===== config.mk =====
export PLATFORM = sky130hd
export DESIGN_NAME = eq_seq_ctrl
export DESIGN_NICKNAME = d
export VERILOG_FILES = /design/src/rtl/eq_seq_ctrl.sv
export SDC_FILE = /design/constraint.sdc
export NUM_CORES = 1
export LEC_CHECK = 0
export CORE_MARGIN = 2
export CORE_UTILIZATION = 48
export CTS_CLUSTER_DIAMETER = 50
export CTS_CLUSTER_SIZE = 40
export DETAILED_ROUTE_END_ITERATION = 10
export HOLD_SLACK_MARGIN = 0.03
export MAX_ROUTING_LAYER = met4
export PLACE_DENSITY = 0.79
export SLEW_MARGIN = 0
export SYNTH_ARGS = -nofsm -noshare
export SYNTH_HDL_FRONTEND = slang
export SYNTH_SLANG_ARGS = --single-unit

===== constraint.sdc =====
create_clock -name clk -period 1.61 [get_ports clk]
set_input_delay 0.161 -clock clk [delete_from_list [all_inputs] [get_ports clk]]
set_output_delay 0.161 -clock clk [all_outputs]
set_load 0.03 [all_outputs]

===== src/rtl/eq_seq_ctrl.sv =====
// eq_seq_ctrl: sequential nibble-by-nibble equality scanner.
// On an accepted start it captures two 16-bit operands and a nibble count,
// then presents one nibble pair per cycle to an external 4-bit equality
// comparator. It reports whether all selected nibbles matched and the index
// of the lowest mismatching nibble.
//
// Parameters:
//   EARLY_EXIT  1 = stop at the first mismatch, 0 = always scan every nibble
// Ports:
//   clk          rising-edge clock
//   rst          asynchronous reset, active low
//   start        request a comparison (accepted only when idle)
//   a, b         16-bit operands, nibble k = bits [4k+3:4k]
//   len          number of nibbles to compare minus 1
//   cmp_a/cmp_b  nibble pair to the external comparator (0 when not scanning)
//   cmp_eq       combinational comparator result for cmp_a/cmp_b
//   busy         high while scanning
//   done         one-cycle pulse when eq/mis_idx become valid
//   eq           1 = all compared nibbles equal
//   mis_idx      lowest mismatching nibble index (0 when eq = 1)
module eq_seq_ctrl #(
  parameter bit EARLY_EXIT = 1'b1
) (
  input  logic        clk,
  input  logic        rst,
  input  logic        start,
  input  logic [15:0] a,
  input  logic [15:0] b,
  input  logic [1:0]  len,
  output logic [3:0]  cmp_a,
  output logic [3:0]  cmp_b,
  input  logic        cmp_eq,
  output logic        busy,
  output logic        done,
  output logic        eq,
  output logic [1:0]  mis_idx
);

  typedef enum logic [1:0] {
    IDLE = 2'd0,
    CMP  = 2'd1,
    DONE = 2'd2
  } state_t;

  state_t      state, state_nxt;
  logic [15:0] a_r, b_r;
  logic [1:0]  len_r;
  logic [1:0]  idx;
  logic        match;       // sticky: cleared on the first mismatch
  logic        last_nib;
  logic        stop_early;

  assign last_nib   = (idx == len_r);
  assign stop_early = EARLY_EXIT && !cmp_eq;

  always_ff @(posedge clk or negedge rst) begin
    if (!rst) begin
      state <= IDLE;
    end else begin
      state <= state_nxt;
    end
  end

  always_comb begin
    state_nxt = state;
    busy      = 1'b0;
    done      = 1'b0;
    cmp_a     = '0;
    cmp_b     = '0;
    case (state)
      IDLE: begin
        if (start) state_nxt = CMP;
      end
      CMP: begin
        busy  = 1'b1;
        cmp_a = a_r[{idx, 2'b00} +: 4];
        cmp_b = b_r[{idx, 2'b00} +: 4];
        if (stop_early || last_nib) state_nxt = DONE;
      end
      DONE: begin
        done      = 1'b1;
        state_nxt = IDLE;
      end
      default: state_nxt = IDLE;
    endcase
  end

  always_ff @(posedge clk or negedge rst) begin
    if (!rst) begin
      a_r     <= '0;
      b_r     <= '0;
      len_r   <= '0;
      idx     <= '0;
      match   <= 1'b0;
      eq      <= 1'b0;
      mis_idx <= '0;
    end else begin
      case (state)
        IDLE: begin
          if (start) begin
            a_r     <= a;
            b_r     <= b;
            len_r   <= len;
            idx     <= '0;
            match   <= 1'b1;
            eq      <= 1'b0;
            mis_idx <= '0;
          end
        end
        CMP: begin
          // match is still 1 only before the first mismatch, so it doubles
          // as the "first mismatch not yet recorded" flag in full-scan mode.
          if (!cmp_eq) begin
            match <= 1'b0;
            if (EARLY_EXIT || match) mis_idx <= idx;
          end
          if (stop_early) begin
            eq <= 1'b0;
          end else if (last_nib) begin
            eq <= match & cmp_eq;
          end else begin
            idx <= idx + 2'd1;
          end
        end
        default: ;
      endcase
    end
  end

endmodule


==> flow_metrics.env <==
export IMPL_status="finished with violations"
export IMPL_violations="negative setup slack"
export IMPL_cts_clk_slew_worst_paths_ps=70
export IMPL_final_cell_area_um2=2690
export IMPL_ir_drop_mv=0.873
export IMPL_grt_pass1_vias=1617
export IMPL_crit_arrival_ps=1630
export IMPL_hold_viol=0
export IMPL_worstSetupPathType="reg -> out"
export IMPL_antenna_cells=0
export IMPL_area_growth_pct=37.2
export IMPL_synth_top_family_by_area="simple AND/OR/NAND/NOR gates"
export IMPL_cts_tree="yes"
export IMPL_core_um2=3970
export IMPL_clkLatencyLatePin_ps=280
export IMPL_synth_compound_area_share_pct=4.48
export IMPL_drive_gt1_share_pct=19.3
export IMPL_power_density_nw_per_um2=1840
export IMPL_post_route_util_pct=67.6
export IMPL_drt_iter0_drc=134
export IMPL_hold_end="a_r[5]"
export IMPL_use_met3_pct=5.26
export IMPL_synthXorXnorAreaFrac_pct=0.895
export IMPL_post_route_period_util_pct=111
export IMPL_grt_pass1_wl_um=7040
export IMPL_met1_usage_pct=25.0
export IMPL_n_fill_cell=309
export IMPL_ff_latch_area_um2=1050
export IMPL_place_hpwl_um=3040
export IMPL_post_drt_wl_per_cell_um=13.6
export IMPL_r2r_end="idx[1]"
export IMPL_yosys_top_cells_area="dfrtp_1 (54%), nand2_1 (20%), mux4_1 (5.4%)"
export IMPL_skew_ps=1.71
export IMPL_leakage_nw=1.33
export IMPL_die_y_um=67.9
export IMPL_netlist_area_leader_share_pct=53.7
export IMPL_ys_types=27
export IMPL_ioPinCount=51
export IMPL_start_util_pct=49.3
export IMPL_mostFrequentLayoutCell="nand2_1"
export IMPL_rsz0062_at_grt="true"
export IMPL_fin_crit_ps=1790
export IMPL_worstReg2RegStart="idx[0]"
export IMPL_nNetsFinal=302
export IMPL_vias=1574
export IMPL_drt_total_wl_um=4290
export IMPL_worstRegToRegCells=6
export IMPL_synth_simple_area_share_pct=25.1
export IMPL_min_path_type="in -> reg"
export IMPL_synthesis_instances=203
export IMPL_max_freq_ghz=0.558
export IMPL_yosys_area_share_adder_pct=0
export IMPL_grt_max_degree=43
export IMPL_cts_root_buf="clkbuf_8"
export IMPL_ant_nets=0
export IMPL_cts_max_path_buffers=2
export IMPL_grt_busiest_layer="met2"
export IMPL_worstMarginPinSlew_ps=520
export IMPL_die_area_um2=4600
export IMPL_num_rows=23
export IMPL_placed_area_um2=2570
export IMPL_gp_congestion=0.774
export IMPL_yosys_register_bits=42
export IMPL_report_final_slew_viol_count=0
export IMPL_htree_levels=2
export IMPL_fin_ws_ps=-183
export IMPL_synth_mux_area_share_pct=11.0
export IMPL_required_ps=1450
export IMPL_critical_path_max_fanout=4
export IMPL_antenna_found_initial=0
export IMPL_cp_start_kind="flop"
export IMPL_yosysSeqAreaShare_pct=53.7
export IMPL_syn_cell_area_um2=1960
export IMPL_yosysTopAreaCell="dfrtp_1"
export IMPL_drt_vias_per_instance=5.01
export IMPL_pre_cts_slack_ps=-374
export IMPL_maxCapViolations=0
export IMPL_final_cell_mix="nand2_1 (105), dfrtp_1 (41), clkdlybuf4s50_1 (39)"
export IMPL_r2r_slack_ps=180
export IMPL_met2_usage_pct=37.5
export IMPL_clkSinkCount=42
export IMPL_numCtsBuffers=5
export IMPL_min_from="a[5]"
export IMPL_whs_path_depth=3
export IMPL_port_buffers=50
export IMPL_yosysWarnings=0
export IMPL_relSlewSlack_pct=65.3
export IMPL_tns_ps=-1350
export IMPL_synth_area_per_cell_um2=9.64
export IMPL_firstDrtPassIters=4
export IMPL_endpoint_kind="output pin"
export IMPL_grt_overflow_total=0
export IMPL_multiInputGateArea_um2=812
export IMPL_setup_violations=8
export IMPL_grt_use_total_pct=21.7
export IMPL_post_route_drc_count=0
export IMPL_die_width_um=67.9
export IMPL_syn_nets=241
[flip-flops by register name, indices dropped and copies added, names as in the netlist]
register,cells
a_r,16
b_r,16
eq,1
idx,2
len_r,2
match,1
mis_idx,2
state,2
[cells by family (layout without fill, tap and decap cells)]
| logic type | after synthesis | after routing |
|---|---|---|
| simple gates | 121 | 121 |
| flops | 42 | 42 |
| xor+xnor | 2 | 2 |
| buf+inv | 16 | 77 |
| compound gates | 12 | 12 |
| mux | 10 | 10 |
[cell usage after synthesis, drive strengths merged]
cell     number
nor2b         1
a32o          1
inv           3
o2111ai       1
and2          9
a21oi         1
nand2       106
xnor2         2
dfrtp        42
o21ai         4
nand2b        1
buf          10
nand3         2
a22o          4
clkbuf        3
mux2i         2
nor2          2
o21bai        1
mux4          8
[report_power, final]
part	switching, mW	total [mW]	internal [mW]
clock network	0.331	0.622	0.291
logic	1.21	2.44	1.23
registers	0.325	1.87	1.54
total	1.86	4.93	3.07
[per-stage QoR]
| step | hold WS, ps | total power, mW | std cells |
|---|---|---|---|
| 2_1_floorplan | -135 | 3.31 | 203 |
| 4_1_cts | 388 | 4.98 | 314 |
| 3_5_place_dp | 248 | 4.18 | 305 |
| 5_1_grt | 396 | 5.30 | 314 |
| 6_report | 397 | 4.93 | 314 |
| 3_3_place_gp | 256 | 4.07 | 305 |
[layer usage]
layer | share of wire (%) | routed length [um]
met3 | 4.9 | 209
met1 | 41 | 1760
met5 | 0 | 0
met4 | 1.3 | 56
met2 | 53 | 2260
[how the worst max path moves through the flow]
stage,from,end,slack [ps],cells past startpoint
floorplan,idx[0],cmp_a[0],160,4
global placement,idx[0],cmp_a[1],-350,4
detailed placement,idx[0],cmp_a[2],-370,4
CTS,idx[0],cmp_b[2],-190,4
global route,idx[0],cmp_b[1],-260,4
finish,idx[0],cmp_b[2],-180,4
[layout make-up]
class / instances / area share, %
Sequential cell: 42 / 39.2
Multi-Input combinational cell: 145 / 30.2
Timing Repair Buffer: 67 / 24.9
Clock buffer: 5 / 2.56
Tap cell: 50 / 2.33
Inverter: 3 / 0.419
Clock inverter: 2 / 0.373
[timing repair]
item | in CTS | in global routing
resized for setup | 70 | 1
endpoints found under the setup margin | 9 | 9
pin swaps | 7 | 0
hold endpoints to repair | 42 | 0
hold buffers | 1 | 0
setup buffers | 1 | 0
[worst max-delay path, cell delays in order (launching register included)]
cell and delay (ps):
dfrtp_1 420, buf_6 150, mux4_2 490, and2_4 150, buf_6 130
(Power assumes the default switching activity.)
